`src/rtl/lsu_ctrl.sv`:
```
// lsu_ctrl: execute/memory-stage load/store unit.
// Computes the effective address, checks alignment and runs one req/ack access per op.
module lsu_ctrl #(
    parameter int XLEN     = 32,
    parameter int AW       = 32,
    parameter int MAX_WAIT = 15
) (
    input  logic              i_clk,
    input  logic              i_rst,
    input  logic              i_valid,
    input  logic              i_store,
    input  logic [1:0]        i_size,
    input  logic              i_unsigned,
    input  logic [XLEN-1:0]   i_base,
    input  logic [XLEN-1:0]   i_imm,
    input  logic [XLEN-1:0]   i_wdata,
    input  logic [4:0]        i_rd,
    output logic              o_busy,
    output logic              o_rd_we,
    output logic [4:0]        o_rd,
    output logic [XLEN-1:0]   o_rd_val,
    output logic              o_done,
    output logic              o_misalign,
    output logic              o_timeout,
    output logic              mem_req,
    output logic              mem_we,
    output logic [AW-1:0]     mem_addr,
    output logic [XLEN/8-1:0] mem_be,
    output logic [XLEN-1:0]   mem_wdata,
    input  logic              mem_ack,
    input  logic [XLEN-1:0]   mem_rdata
);
    localparam int NB = XLEN / 8;
    localparam int OW = $clog2(NB);

    typedef enum logic [1:0] {IDLE, REQ, WB} state_t;
    state_t state, state_nx;

    logic [XLEN-1:0] ea;
    logic [OW-1:0]   off;
    logic [3:0]      size_mask;
    logic [8:0]      be_mask;
    logic            aligned;
    logic            accept;
    logic            reject;
    logic            expire;

    logic            store_q;
    logic            uns_q;
    logic [1:0]      size_q;
    logic [OW-1:0]   off_q;
    logic [4:0]      rd_q;
    logic [7:0]      wait_cnt;

    logic [XLEN-1:0]        shifted;
    logic [XLEN-1:0]        left;
    logic [XLEN-1:0]        ext;
    logic signed [XLEN-1:0] sext;
    logic [6:0]             pad;

    assign ea        = i_base + i_imm;
    assign off       = ea[OW-1:0];
    assign size_mask = (4'd1 << i_size) - 4'd1;
    assign be_mask   = (9'd1 << (4'd1 << i_size)) - 9'd1;
    // A doubleword on a 32-bit core is illegal and is rejected like a misalignment.
    assign aligned   = ((off & size_mask[OW-1:0]) == '0)
                       && !(i_size == 2'd3 && XLEN != 64);
    assign accept    = (state == IDLE) && i_valid && aligned;
    assign reject    = (state == IDLE) && i_valid && !aligned;
    assign expire    = !mem_ack && (wait_cnt == 8'(MAX_WAIT - 1));
    assign o_busy    = (state != IDLE) || (i_valid && aligned);

    always_ff @(posedge i_clk or negedge i_rst) begin
        if (!i_rst) begin
            state <= IDLE;
        end else begin
            state <= state_nx;
        end
    end

    always_comb begin
        state_nx = state;
        mem_req  = 1'b0;
        mem_we   = 1'b0;
        o_done   = 1'b0;
        o_rd_we  = 1'b0;
        unique case (state)
            IDLE: begin
                if (accept) state_nx = REQ;
            end
            REQ: begin
                mem_req = 1'b1;
                mem_we  = store_q;
                if (mem_ack) begin
                    state_nx = store_q ? IDLE : WB;
                    o_done   = store_q;
                end else if (expire) begin
                    state_nx = IDLE;
                end
            end
            WB: begin
                o_rd_we  = (o_rd != 5'd0);
                o_done   = 1'b1;
                state_nx = IDLE;
            end
            default: state_nx = IDLE;
        endcase
    end

    // Right-justify the addressed lanes, then extend by a shift pair.
    always_comb begin
        shifted = mem_rdata >> {off_q, 3'b000};
        unique case (size_q)
            2'd0:    pad = 7'(XLEN - 8);
            2'd1:    pad = 7'(XLEN - 16);
            2'd2:    pad = 7'(XLEN - 32);
            default: pad = 7'd0;
        endcase
        left = shifted << pad;
        sext = $signed(left) >>> pad;
        ext  = uns_q ? (left >> pad) : sext;
    end

    always_ff @(posedge i_clk or negedge i_rst) begin
        if (!i_rst) begin
            store_q    <= 1'b0;
            uns_q      <= 1'b0;
            size_q     <= 2'd0;
            off_q      <= '0;
            rd_q       <= 5'd0;
            wait_cnt   <= 8'd0;
            mem_addr   <= '0;
            mem_be     <= '0;
            mem_wdata  <= '0;
            o_rd       <= 5'd0;
            o_rd_val   <= '0;
            o_misalign <= 1'b0;
            o_timeout  <= 1'b0;
        end else begin
            o_misalign <= reject;
            o_timeout  <= (state == REQ) && expire;
            if (accept) begin
                store_q   <= i_store;
                uns_q     <= i_unsigned;
                size_q    <= i_size;
                off_q     <= off;
                rd_q      <= i_rd;
                wait_cnt  <= 8'd0;
                mem_addr  <= AW'(ea) & ~AW'(NB - 1);
                mem_be    <= be_mask[NB-1:0] << off;
                mem_wdata <= i_wdata << {off, 3'b000};
            end else if (state == REQ && !mem_ack) begin
                wait_cnt <= wait_cnt + 8'd1;
            end
            if (state == REQ && mem_ack && !store_q) begin
                o_rd     <= rd_q;
                o_rd_val <= ext;
            end
        end
    end

endmodule

```
`config.mk`:
```
export PLATFORM = sky130hd
export DESIGN_NAME = lsu_ctrl
export DESIGN_NICKNAME = d
export VERILOG_FILES = /design/src/rtl/lsu_ctrl.sv
export SDC_FILE = /design/constraint.sdc
export NUM_CORES = 1
export LEC_CHECK = 0
export ABC_AREA = 1
export BUFFER_PORTS_ARGS = -buffer_cell sky130_fd_sc_hd__buf_2
export CAP_MARGIN = 30
export CORE_UTILIZATION = 35
export DETAILED_ROUTE_END_ITERATION = 8
export SKIP_LAST_GASP = 1
export SYNTH_ARGS = -nofsm -noshare
export SYNTH_HDL_FRONTEND = slang
export SYNTH_SLANG_ARGS = --single-unit
```
`constraint.sdc`:
```
create_clock -name i_clk -period 1.7 [get_ports i_clk]
set_input_delay 0.085 -clock i_clk [delete_from_list [all_inputs] [get_ports i_clk]]
set_output_delay 0.085 -clock i_clk [all_outputs]
set_load 0.01 [all_outputs]
```
# Word-level counts from Yosys, hierarchy flattened
# Index checks and enable logic that the tools add are counted.
# classes
mux,14
n_bitwise,1
add_sub_neg,4
eq_ne,7
shifts,8
reduce_logical,22
# ops
cell,n
adder 32 bit,1
2-to-1 mux 32 bit,1
<< shifter 32 x 5 -> 32 bit,1
<< shifter 32 x 7 -> 32 bit,1
right shift 32 x 5 -> 32 bit,1
right shift 32 x 7 -> 32 bit,1
>>> shifter 32 x 7 -> 32 bit,1
2-to-1 mux 8 bit,2
logical AND 1 bit,10
one-hot mux 5 bit (2 select lines),1
"adder 8 x 1 -> 8 bit, second input constant",1
"== test 8 x 4 -> 1 bit, second input constant",1
2-to-1 mux 2 bit,4
zero test 2 bit,3
nonzero test 5 bit,1
"== test 2 x 1 -> 1 bit, second input constant",2
"== test 2 bit, second input constant",2
zero test 1 bit,4
2-to-1 mux 1 bit,4
one-hot mux 2 bit (2 select lines),1
nonzero test 2 bit,2
"<< shifter 1 x 2 -> 4 bit, first input constant",1
"<< shifter 1 x 4 -> 4 bit, first input constant",1
<< shifter 4 x 2 -> 4 bit,1
8 further kinds,8
# word_totals
input_bits,141
output_inout_bits,112
ff_bits,126
elab_cells,70

# Logic depth before layout (Yosys ltp)
# depth
word_depth,8
ltp_mapped,12
depth_no_buf,12

# Worst setup path before layout
# Ideal clock, no wire load.
# synth_timing
kind,input port to flip-flop
start,input i_base[0]
end,register mem_addr[7]
setup_ns,0.134
path_buffers,3
slack_ns,-0.197
arrival_ns,1.762
t_required_ns,1.566
path_stages,11
path_cell_list,ha_1 > fa_1 > buf_2 > o21ai_1 > nand2_1 > nor2_1 > inv_2 > buf_2 > buf_2 > nand2_1 > o21ai_0
# synth_between
elab_chain_cells,5
# synth_lines
item,line,text
start: declaration,14,"input logic [XLEN-1:0] i_base,"
adder 32 bit,61,assign ea = i_base + i_imm;
via ea[1],39,logic [XLEN-1:0] ea;
AND 2 bit,66,assign aligned = ((off & size_mask[OW-1:0]) == '0)
zero test 2 bit,66,
logical AND 1 bit,67,&& !(i_size == 2'd3 && XLEN != 64);
logical AND 1 bit,68,assign accept = (state == IDLE) && i_valid && aligned;
end signal: assignment,149,mem_addr <= AW'(ea) & ~AW'(NB - 1);
end: declaration,27,"output logic [AW-1:0] mem_addr,"
# The timed path passes the listed nets, and every way through them passes these cells.
# A chain may end at the register's enable or synchronous reset.

# Worst setup path in the final report
# layout_timing
start,register o_rd[2]
end,output o_rd_we
# layout_between
elab_chain_cells,2
# layout_lines
item,line,text
start: declaration,20,"output logic [4:0] o_rd,"
start signal: assignment,156,o_rd <= rd_q;
nonzero test 5 bit,102,o_rd_we = (o_rd != 5'd0);
2-to-1 mux 1 bit,87,unique case (state)
end: declaration,19,"output logic o_rd_we,"
# Every way passes these cells.

==> impl_metrics.csv <==
group,metric,value,unit
setup_path,critical_path.top_delay_family,"simple AND/OR/NAND/NOR gates",
floorplan,dieArea,24230,µm²
clock_tree,clk-insertion-delay-late,0.42,ns
timing,relSlewSlack,63.10,%
hold_path,min_to,"mem_wdata[5]$_DFFE_PN0P_",
grt,number_of_global_route_vias_before_repair,8272,
timing,final.period_utilization,100.0,%
setup_path,worstSetupStartpointType,"flop",
timing,final.setup_skew,0.006860,ns
setup_path,critical-path-max-stage-delay,0.51,ns
route,dr.first_iter.drc_count,515,
floorplan,row_count,55,
power_and_ir_drop,net-switching-power,6.811,mW
status,outcome,"finished with violations",
route,via_count,8893,
grt,grt_antenna_before_repair,1,
power_and_ir_drop,switching_part_of_the_total,39.96,%
setup_path,cp_capture_type,"primary output",
setup_path,worstRegToRegCells,8,
placed_design,port_buffers,250,
hold_path,hold_path.startpoint,"i_wdata[5]",
flow_run,max_cap_viol_count,0,
route,vias_per_cell,4.710,
power_and_ir_drop,vdd_drop_max,0.0006703,V
grt,grt_use_total,21.79,%
grt,grt_first_pass_wirelength,41500,µm
power_and_ir_drop,cellPowerDensity,1487,nW/µm²
setup_path,cp.buffers_inverters,2,
timing,worstMarginPinSlew,0.5529,ns
clock_tree,clkTransAtPathRegs,0.06,ns
power_and_ir_drop,p_leak,6.451,nW
placed_design,gp_routability_congestion,0.8749,
grt,global_route.overflow_total,0,
cells_and_area,final_layout_size_suffix_gt1_share,24.95,%
grt,pin_count_of_the_biggest_net_entering_global_routing,52,
cells_and_area,nFillCells,2309,
synth,synthesis.area,8263,µm²
setup_path,setup.worst_path.class,"reg2out",
setup_path,arrival,1.62,ns
route,postRouteAntennaNets,0,
cells_and_area,layout.core_utilization,50.02,%
setup_path,crit-reg2reg-launch,"state[1]$_DFFE_PN0P_",
synth,synth-warning-count,0,
setup_path,timing.critical_path.cells,"or4_1, o21ai_1, inv_1, buf_2",
floorplan,die_width,155.7,µm
power_and_ir_drop,internal_power_of_the_cells,10.23,mW
clock_tree,cts_root_buffer,"clkbuf_16",
clock_tree,numClockSinks,126,
route,drt_pass1_iterations,5,
route,wl,26670,µm
timing,setup_ws,-0.0008058,ns
clock_tree,cts_tree,"built",
timing,hold_viol_final,1,
power_and_ir_drop,combPwrFrac,44.9,%
floorplan,vertical_extent_of_the_die,155.7,µm
setup_path,critical_path.reg2reg.endpoint,"mem_wdata[22]$_DFFE_PN0P_",
synth,syn_area_per_cell,6.712,µm²
setup_path,slowest_stage_cell_on_the_critical_path,"or4_1",
placed_design,dpl.hpwl,20330,µm
power_and_ir_drop,power.share.sequential,31.4,%
cells_and_area,design.final.nets,1742,
timing,finalWorstPathRequiredPeriod,1.701,ns
status,violated_checks,"hold timing, setup timing",
setup_path,r2r_slack,0.07,ns
cells_and_area,area_growth,38.73,%
power_and_ir_drop,clockPowerShare,23.8,%
floorplan,design.core.area,22920,µm²
timing,final.hold.worst_slack,-0.01057,ns
setup_path,worst-endpoint-required,1.62,ns
cells_and_area,antenna_cells,0,
setup_path,critical_path_cell_count,4,
clock_tree,cts_max_level,4,
synth,synth-seq-area-share,38.16,%
timing,rsz_0062_raised_after_global_routing,"yes",
power_and_ir_drop,post-layout-total-power,17.05,mW
timing,max_freq,588.0,MHz
setup_path,cp-startpoint,"o_rd[2]$_DFFE_PN0P_",
synth,post_synth_num_cell_types,41,
floorplan,initial_utilization,36.06,%
synth,synth_cells,1231,
hold_path,timing.hold.worst_path_depth,3,
route,wirelength_per_cell,14.13,µm
clock_tree,maximum_number_of_buffers_from_clock_root_to_sink,2,
setup_path,worstPathMaxFanout,2,
timing,final-max-slew-violation-count,0,
hold_path,worst_hold_path_type,"in2reg",
floorplan,boundaryPins,253,
clock_tree,cts-buffers-inserted,17,
timing,final_setup_viols,1,
synth,synth_seq_cells,126,
route,drc_violations_left,0,
final cells by class:
| type | count | area [µm²] | area share, % |
|---|---|---|---|
| clock buffer | 19 | 442.9 | 3.864 |
| tap | 313 | 391.6 | 3.416 |
| sequential | 126 | 3154 | 27.52 |
| clock inverter | 13 | 211.5 | 1.845 |
| timing repair buffer | 355 | 2240 | 19.54 |
| multi-input combinational | 903 | 4417 | 38.53 |
| inverter | 159 | 606.8 | 5.294 |
cells in the final DEF (no fill, tap or decap), types with 22 or more instances in the layout:
cell type and n:
inv_1 151, nor2_1 89, a21oi_1 64, ha_1 35, dlygate4sd3_1 25, buf_4 70
o21ai_1 22, o21ai_0 49, dfrtp_1 125, nand2_1 475, buf_2 248, nand3_1 65
repair_timing:
action / 4_1_cts / 5_1_grt
pin swaps: 3 / 10
hold buffers: 25 / 0
buffers inserted: 7 / 4
hold endpoints to repair: 151 / 0
resized for setup: 9 / 31
setup endpoints to repair: 23 / 77
gates cloned: 0 / 2
synthesized netlist by cell type, drive strengths merged:
cell type | instances | share of area, %
a21o | 1 | 0.091
nor3 | 9 | 0.61
fa | 1 | 0.24
o311ai | 7 | 0.74
a21oi | 64 | 3.9
nand3b | 4 | 0.36
nor2 | 95 | 4.4
o31ai | 6 | 0.55
nand4 | 2 | 0.15
nor4 | 2 | 0.15
o22ai | 1 | 0.076
o21bai | 3 | 0.27
inv | 157 | 7.1
conb | 1 | 0.045
a31oi | 13 | 0.98
dfrtp | 126 | 38
ha | 38 | 5.8
or2 | 4 | 0.30
o21a | 1 | 0.091
buf | 23 | 1.7
o21ai | 71 | 4.3
xor2 | 1 | 0.11
xnor2 | 11 | 1.2
clkbuf | 22 | 1.1
clkinv | 2 | 0.091
o211ai | 15 | 1.4
nand3 | 67 | 4.1
or4 | 1 | 0.091
nand2 | 482 | 22
and2 | 1 | 0.076
cells by family after synthesis:
family	Yosys count	synth area share, %
compound gates	182	12.34
xor+xnor	12	1.272
fa+ha+maj	39	5.996
buf+inv	204	10.05
flops	126	38.16
other cells	1	0.04538
simple gates	667	32.13
worst register-to-register path, cell delays in order, from the launching register on:
cell      delay, ns
dfrtp_1        0.39
inv_2          0.12
ha_4           0.17
nand2_4        0.06
nor2_4         0.11
clkinv_4       0.12
buf_4          0.17
buf_4          0.17
o311ai_1       0.23
metal layers:
metal / global-route usage, % / vias to the layer above / wire [µm]
met5: 0 / - / 13
met4: 7.330 / 2 / 633
met3: 3.667 / 48 / 1190
met2: 36.43 / 258 / 12630
met1: 28.48 / 4031 / 12200
li1: - / 4554 / -
state kept, by name (all words and copies together) (netlist names):
register    flops
mem_wdata      32
o_rd_val       32
mem_addr       30
wait_cnt        8
o_rd            5
rd_q            5
mem_be          4
off_q           2
size_q          2
state           2
o_misalign      1
o_timeout       1
store_q         1
uns_q           1
power by group through the flow:
stage	Sequential [mW]	Combinational [mW]	Clock, mW
6_report	5.35	7.65	4.05
3_3_place_gp	5.38	7.12	0
5_1_grt	5.49	8.53	4.25
3_5_place_dp	5.37	7.24	0
4_1_cts	5.34	7.46	4.12
2_1_floorplan	5.71	3.82	0
stage by stage:
stage | cells | setup TNS [ns] | setup slack [ns] | cell area, µm²
6_report | 1888 | -0.0008058 | -0.0008058 | 11460
5_1_grt | 1888 | -0.09824 | -0.05694 | 11460
4_1_cts | 1883 | -0.07080 | -0.02265 | 11320
3_5_place_dp | 1819 | -28.31 | -0.4772 | 10330
3_3_place_gp | 1819 | -24.82 | -0.3696 | 10330
2_1_floorplan | 1232 | -2.453 | -0.06065 | 8363
worst max path at each step:
stage / end / slack, ns
3_5_place_dp: mem_wdata[19]$_DFFE_PN0P_ / -0.48
4_1_cts: o_rd_we / -0.02
6_report: o_rd_we / -0.0008
5_1_grt: o_rd_we / -0.06
3_3_place_gp: mem_wdata[18]$_DFFE_PN0P_ / -0.37
2_1_floorplan: mem_addr[7]$_DFFE_PN0P_ / -0.06
Power figures use the tool's default switching activity.
